===== src/rtl/mc_batch_ctrl.sv =====
// mc_batch_ctrl: runs a programmed batch of simulations, issuing seeds/start pulses and counting y=1 results.
// Optional per-run watchdog enabled by defining MC_TIMEOUT_EN.
module mc_batch_ctrl #(
  parameter int N_RUNS_W  = 16,
  parameter int SEED_W    = 23,
  parameter int TIMEOUT_W = 12
) (
  input  logic                i_clk,
  input  logic                i_rst_n,
  input  logic                i_go,
  input  logic                i_abort,
  input  logic [N_RUNS_W-1:0] i_n_runs,
  input  logic [SEED_W-1:0]   i_base_seed,
  output logic                o_sim_start,
  output logic [SEED_W-1:0]   o_sim_seed,
  input  logic                i_sim_done,
  input  logic                i_sim_y,
  output logic                o_busy,
  output logic                o_result_valid,
  output logic [N_RUNS_W-1:0] o_hit_count,
  output logic [N_RUNS_W-1:0] o_run_count,
  output logic                o_timeout_err
);
  localparam logic [1:0] IDLE = 2'd0, LAUNCH = 2'd1, BLANK = 2'd2, WAIT = 2'd3;
  logic [1:0]          r_state;
  logic [N_RUNS_W-1:0] r_n_runs, r_hit, r_run;
  logic [SEED_W-1:0]   r_base, r_seed;
  logic                r_start, r_busy, r_valid;
  logic [N_RUNS_W-1:0] w_run_nxt, w_hit_nxt;
  logic [SEED_W-1:0]   w_seed_ofs, w_seed_sum, w_seed;
  logic                w_last, w_wd_exp;
  assign w_run_nxt  = r_run + N_RUNS_W'(1);
  assign w_hit_nxt  = r_hit + N_RUNS_W'(i_sim_y);
  assign w_last     = w_run_nxt == r_n_runs;
  // Seed for the run being launched next: first run uses the incoming base, later ones the latched base.
  assign w_seed_ofs = r_state == IDLE ? '0 : SEED_W'(w_run_nxt);
  assign w_seed_sum = (r_state == IDLE ? i_base_seed : r_base) + w_seed_ofs;
  assign w_seed     = w_seed_sum == '0 ? SEED_W'(1) : w_seed_sum;
  always_ff @(posedge i_clk) begin
    if (!i_rst_n) begin
      r_state  <= IDLE;
      r_n_runs <= '0;
      r_base   <= '0;
      r_hit    <= '0;
      r_run    <= '0;
      r_seed   <= '0;
      r_start  <= 1'b0;
      r_busy   <= 1'b0;
      r_valid  <= 1'b0;
    end else begin
      r_start <= 1'b0;
      if (r_state == IDLE) begin
        if (i_go) begin
          r_n_runs <= i_n_runs;
          r_base   <= i_base_seed;
          r_hit    <= '0;
          r_run    <= '0;
          r_valid  <= i_n_runs == '0;
          r_busy   <= i_n_runs != '0;
          r_start  <= i_n_runs != '0;
          if (i_n_runs != '0) begin
            r_state <= LAUNCH;
            r_seed  <= w_seed;
          end
        end
      end else if (i_abort) begin
        r_state <= IDLE;
        r_busy  <= 1'b0;
      end else if (r_state == LAUNCH) begin
        r_state <= BLANK;
      end else if (r_state == BLANK) begin
        r_state <= WAIT;
      end else if (i_sim_done) begin
        r_hit <= w_hit_nxt;
        r_run <= w_run_nxt;
        if (w_last) begin
          r_state <= IDLE;
          r_busy  <= 1'b0;
          r_valid <= 1'b1;
        end else begin
          r_state <= LAUNCH;
          r_start <= 1'b1;
          r_seed  <= w_seed;
        end
      end else if (w_wd_exp) begin
        r_state <= IDLE;
        r_busy  <= 1'b0;
      end
    end
  end
`ifdef MC_TIMEOUT_EN
  logic [TIMEOUT_W-1:0] r_wd, w_wd_nxt;
  logic                 r_tmo;
  assign w_wd_nxt = r_wd + TIMEOUT_W'(1);
  assign w_wd_exp = r_state == WAIT && !i_sim_done && &w_wd_nxt;
  always_ff @(posedge i_clk) begin
    if (!i_rst_n) begin
      r_wd  <= '0;
      r_tmo <= 1'b0;
    end else begin
      r_wd  <= r_state == LAUNCH ? '0 : (r_state == WAIT && !i_sim_done) ? w_wd_nxt : r_wd;
      r_tmo <= (r_state == IDLE && i_go) ? 1'b0 : (w_wd_exp && !i_abort) ? 1'b1 : r_tmo;
    end
  end
  assign o_timeout_err = r_tmo;
`else
  assign w_wd_exp      = 1'b0;
  assign o_timeout_err = TIMEOUT_W < 0;
`endif
  assign o_sim_start    = r_start;
  assign o_sim_seed     = r_seed;
  assign o_busy         = r_busy;
  assign o_result_valid = r_valid;
  assign o_hit_count    = r_hit;
  assign o_run_count    = r_run;
endmodule


===== config.mk =====
export PLATFORM = sky130hd
export DESIGN_NAME = mc_batch_ctrl
export DESIGN_NICKNAME = d
export VERILOG_FILES = /design/src/rtl/mc_batch_ctrl.sv
export SDC_FILE = /design/constraint.sdc
export NUM_CORES = 1
export LEC_CHECK = 0
export BUFFER_PORTS_ARGS = -buffer_cell sky130_fd_sc_hd__buf_2
export CAP_MARGIN = 30
export CORE_MARGIN = 2
export CORE_UTILIZATION = 40
export CTS_CLUSTER_SIZE = 25
export DETAILED_ROUTE_END_ITERATION = 10
export GPL_TIMING_DRIVEN = 0
export PLACE_DENSITY = 0.66
export SKIP_CTS_REPAIR_TIMING = 1
export SLEW_MARGIN = 20
export SYNTH_ARGS = -nofsm -noshare
export SYNTH_HDL_FRONTEND = slang
export SYNTH_SLANG_ARGS = --single-unit

===== constraint.sdc =====
create_clock -name i_clk -period 16.1 [get_ports i_clk]
set_clock_uncertainty 0.15 [all_clocks]
set_input_delay 0.805 -clock i_clk [delete_from_list [all_inputs] [get_ports i_clk]]
set_output_delay 0.805 -clock i_clk [all_outputs]
set_load 0.02 [all_outputs]

After elaboration in Yosys (flattened, before gate mapping)
Cells that the tools add are included.
{ "totals": {"inputBits": 45, "reg_bits": 99, "output_inout_bits": 59, "word_cells": 89} }
{ "classes": {"n_eq_ne": 11, "mux": 51, "n_addsub": 3, "n_reduce_logical": 15} }
{ "op_table": {"columns": ["op", "count"], "rows": [
  ["two-way mux 23 bit", 10],
  ["two-way mux 16 bit", 12],
  ["adder 23 x 16 -> 23 bit", 1],
  ["logical NOT 23 bit", 1],
  ["two-way mux 1 bit", 22],
  ["adder 16 x 1 -> 16 bit", 1],
  ["adder 16 x 1 -> 16 bit, second input constant", 1],
  ["== test 16 bit", 1],
  ["logical NOT 16 bit", 1],
  ["nonzero test 16 bit", 1],
  ["two-way mux 2 bit", 7],
  ["AND reduction 5 bit", 2],
  ["AND reduction 7 bit", 1],
  ["!= test 2 x 1 -> 1 bit, second input constant", 3],
  ["!= test 2 bit, second input constant", 3],
  ["!= test 3 bit, second input constant", 2],
  ["AND reduction 6 bit", 1],
  ["nonzero test 3 bit", 2],
  ["nonzero test 5 bit", 1],
  ["nonzero test 2 bit", 2],
  ["AND reduction 3 bit", 1],
  ["== test 2 x 1 -> 1 bit, second input constant", 1],
  ["== test 2 bit, second input constant", 1],
  ["logical NOT 2 bit", 1],
  ["AND reduction 2 bit", 1]
]} }

Logic depth before layout (Yosys ltp)
{ "depth": {"ltp_word": 11, "mapped_depth": 19, "depth_no_buf": 15} }

Least setup slack after synthesis
No wires, ideal clock.
{ "synth_timing": {"path_kind": "register to register", "from": "register r_state[0]", "to": "register r_seed[0] (netlist: o_sim_seed[0])", "arrival_ps": 5479, "setup_time_ps": 87, "t_required_ps": 15863, "stages_incl_launch_ff": 20, "path_buffers": 5, "synth_period_minus_slack_ps": 5716, "setup_slack_ps": 10384, "path_cell_list": "dfxtp_1 inv_1 ha_1 clkbuf_1 clkbuf_1 clkbuf_1 clkbuf_1 buf_1 mux2_2 ha_1 fa_1 a21o_1 a221oi_1 o221ai_1 a31oi_1 o21bai_1 a21oi_1 xnor2_1 or4b_2 o31ai_1"} }
{ "synth_via": {"elab_chain_cells": 11, "word_cells_on_any_way": 24, "cone_classes": "1 x add/sub; 8 x eq/ne; 11 x mux; 4 x reduce/logical"} }
{ "synth_rtl": {"columns": ["element", "line_no", "text"], "rows": [
  ["start, declared", "25", "logic [1:0] r_state;"],
  ["start signal, assigned", "41", "r_state <= IDLE;"],
  ["start signal, assigned", "62", "r_state <= LAUNCH;"],
  ["start signal, assigned", "67", "r_state <= IDLE;"],
  ["logical NOT 2 bit", "36, 37, 52", null],
  ["two-way mux 23 bit / two-way mux 16 bit (equally long branches)", "37, 36", null],
  ["adder 23 x 16 -> 23 bit", "37", "assign w_seed_sum = (r_state == IDLE ? i_base_seed : r_base) + w_seed_ofs;"],
  ["logical NOT 23 bit", "38", "assign w_seed = w_seed_sum == '0 ? SEED_W'(1) : w_seed_sum;"],
  ["two-way mux 23 bit", "38", null],
  ["two-way mux 23 bit", "76", "if (w_last) begin"],
  ["two-way mux 23 bit", "73", "end else if (i_sim_done) begin"],
  ["two-way mux 23 bit", "71", "end else if (r_state == BLANK) begin"],
  ["two-way mux 23 bit", "69", "end else if (r_state == LAUNCH) begin"],
  ["two-way mux 23 bit", "66", "end else if (i_abort) begin"],
  ["two-way mux 23 bit", "52", "if (r_state == IDLE) begin"],
  ["end signal, assigned", "63", "r_seed <= w_seed;"],
  ["end signal, assigned", "83", "r_seed <= w_seed;"],
  ["end, declared", "27", "logic [SEED_W-1:0] r_base, r_seed;"]
]} }
Several ways; a longest one is shown, not always the timed one. The select of a mux whose other input is x is not followed.
A chain may end at the register's enable or synchronous reset.

Final worst setup path
Ends and elaborated chain as after synthesis.

==> impl_metrics.json <==
{
  "critPathRequiredTime_ns": 16.22,
  "max_freq_mhz": 142,
  "path_class": "reg -> reg",
  "postLayoutCoreUtil_pct": 48.2,
  "drive_above_1_share_pct": 17.5,
  "setup_tns_ns": 0,
  "htreeDepth": 3,
  "synthMostInstantiatedCell": "nand2_1",
  "wl_per_cell_um": 16.1,
  "grt_pass1_wl_um": 28200,
  "cts.sinks": 99,
  "setup_ws_ns": 9.06,
  "port_buffers": 101,
  "synth-seq-cells": 99,
  "finalCriticalPeriod_ns": 7.04,
  "nets": 952,
  "antenna_found_initial": 0,
  "drt_iter0_markers": 374,
  "viasPerCell": 5.20,
  "grt_max_degree": 18,
  "crit_path_start_kind": "flop",
  "antennaDiodeCount": 0,
  "synth_top_area_share_pct": 31.6,
  "worst_slew_pin_slew_ns": 0.761,
  "synth_flop_cell": "dfxtp_1",
  "ant_nets": 0,
  "overflow": 0,
  "slew_viol_final": 0,
  "io_pins": 104,
  "routed-via-count": 5716,
  "holdPathStages": 2,
  "powerDensity_nw_per_um2": 95.5,
  "syn_area_per_cell_um2": 8.12,
  "p_leak_nw": 3.01,
  "grt_pass1_vias": 5503,
  "ys_async_sr_fraction_pct": 0,
  "routed_wl_um": 17700,
  "grt_util_all_layers_pct": 21.5,
  "hold_violations": 0,
  "vdd_drop_max_mv": 0.0675,
  "relSlewSlack_pct": 48.8,
  "synthTopCellsByArea": "dfxtp_1 32%, nand2_1 8.9%, a21boi_0 7.1%",
  "gp_congestion": 0.900,
  "start_util_pct": 41.0,
  "synth_top_area_cell": "dfxtp_1",
  "worstPathArrival_ns": 7.17,
  "clkLatencyLatePin_ns": 0.36,
  "dp_hpwl_um": 13700,
  "syn_area_um2": 6260,
  "yosysWarningCount": 0,
  "total_power_w": 0.000702,
  "cts_tree": "built",
  "fillers": 1500,
  "row_count": 45,
  "status": "finished, final reports clean",
  "rsz0062_at_grt": "false",
  "core-area_um2": 15300,
  "numCtsBuffers": 9,
  "maxCapViolCount": 0,
  "remaining_drc_errors": 0,
  "netlist_instances": 771,
  "ys_seq_area_share_pct": 31.6,
  "dp_slack_ns": 9.20,
  "synthToLayoutAreaGrowth_pct": 17.4,
  "synth_edf_count": 0,
  "min_path_type": "reg -> reg",
  "synth_fp_nets": 839,
  "die_area_um2": 16700,
  "setup_violations": 0,
  "clk_pin_slew_worst_paths_ns": 0.07,
  "die_w_um": 129,
  "min_period_over_period_pct": 43.7,
  "cts_buffer_depth": 2,
  "critPathMaxFanout": 10,
  "die_y_um": 129,
  "cts_root_buf": "clkbuf_16",
  "ys_top_cells_by_count": "148 x nand2_1, 99 x dfxtp_1, 59 x a21boi_0",
  "ys_types": 65,
  "critPathCaptureType": "flop",
  "dr.pass1.iters": 5,
  "reg2reg_depth": 19
}
state kept, by name (all words and copies together), names as in the netlist:
| register | count |
|---|---|
| o_sim_seed | 23 |
| o_sim_start | 1 |
| r_base | 23 |
| r_state | 2 |
| r_n_runs | 16 |
| o_result_valid | 1 |
| o_busy | 1 |
| o_run_count | 16 |
| o_hit_count | 16 |
final cells by class:
class	count	area, µm²	share of cell area [%]
Multi-Input combinational cell	613	4050	55.0
Buffer	44	179	2.43
Clock buffer	10	239	3.25
Inverter	15	56.3	0.766
Tap cell	211	264	3.59
Clock inverter	6	71.3	0.970
Timing Repair Buffer	102	513	6.98
Sequential cell	99	1980	27.0
critical path, stage by stage, from the launching register on:
cell,delay [ns]
dfxtp_1,0.38
inv_1,0.13
ha_1,0.15
clkbuf_1,0.23
clkbuf_1,0.42
clkbuf_1,0.47
clkbuf_1,0.51
buf_1,0.52
mux2_2,0.41
ha_1,0.23
fa_1,0.42
a21o_1,0.22
a221oi_1,0.59
o221ai_1,0.32
a31oi_1,0.50
o21bai_1,0.11
a21oi_1,0.20
xnor2_1,0.17
or4b_2,0.60
o31ai_1,0.21
through the flow:
| step | cells | hold slack (ns) | cell area (µm²) |
|---|---|---|---|
| final | 1100 | 0.312 | 7350 |
| after CTS | 1100 | 0.316 | 7350 |
| after global routing | 1100 | 0.334 | 7350 |
| after global placement | 1083 | 0.299 | 7030 |
| after detailed placement | 1084 | 0.305 | 7040 |
| after floorplan | 771 | 0.291 | 6260 |
placed cells by master (no fill, tap or decap), types with 3 or more instances in the layout:
| cell | synthesis | routed |
|---|---|---|
| xor2_1 | 23 | 23 |
| dfxtp_1 | 99 | 99 |
| buf_1 | 4 | 4 |
| or2_2 | 4 | 4 |
| nor3_1 | 9 | 9 |
| a21o_1 | 8 | 8 |
| nor3b_1 | 3 | 3 |
| or3_1 | 5 | 5 |
| a211oi_1 | 4 | 4 |
| and2_1 | 5 | 5 |
| clkbuf_16 | 0 | 9 |
| nand4_1 | 6 | 6 |
| o221ai_1 | 3 | 3 |
| nor2b_1 | 24 | 24 |
| o211ai_1 | 7 | 7 |
| nor2_1 | 54 | 54 |
| o21ai_0 | 20 | 20 |
| buf_2 | 8 | 109 |
| and3_1 | 9 | 9 |
| xnor3_1 | 4 | 4 |
| mux2i_1 | 29 | 29 |
| clkbuf_1 | 31 | 31 |
| nand3_1 | 29 | 29 |
| o2111ai_1 | 4 | 4 |
| mux2_2 | 17 | 17 |
| nand2b_1 | 5 | 5 |
| nor4_1 | 9 | 9 |
| a31oi_1 | 5 | 5 |
| xnor2_1 | 36 | 36 |
| nand2_1 | 148 | 148 |
| o31a_1 | 3 | 3 |
| a21oi_1 | 20 | 20 |
| inv_1 | 14 | 14 |
| o21bai_1 | 3 | 3 |
| ha_1 | 22 | 22 |
| a21boi_0 | 59 | 59 |
| and4_1 | 4 | 4 |
layer usage:
metal / GRT usage (%) / share of wire (%) / vias up
met1: 29.0 / 47 / 2627
met4: 5.63 / 1.4 / 0
li1: - / - / 2899
met2: 35.2 / 45 / 170
met3: 4.67 / 6.3 / 20
met5: 0 / 0 / -
power by group:
part | internal, W | switching, W | total (W)
registers | 0.000264 | 0.0000135 | 0.000277
clock network | 0.000126 | 0.000102 | 0.000228
logic | 0.0000755 | 0.000121 | 0.000196
path summary, 6_finish.rpt:
kind,end,from,slack (ns)
setup / recovery,o_sim_seed[0],r_state[0],9.06
hold / removal,r_base[2],r_base[2],0.31
hold reg to reg,r_base[2],r_base[2],0.31
setup reg to reg,o_sim_seed[0],r_state[0],9.06
cell families (layout without fill, tap and decap cells):
kind of cell             after synthesis  count (layout)  synth area share [%]
AND/OR/NAND/NOR                      323             323                  24.4
AO/OA/AOI/OAI                        155             155                  17.5
flip-flops                            99              99                  31.6
XOR/XNOR                              64              64                  10.1
buffers and inverters                 59             177                  3.76
multiplexers                          47              47                  7.93
adder cells (fa/ha/maj)               23              23                  4.72
other                                  1               1                0.0599
(Power assumes the default switching activity.)
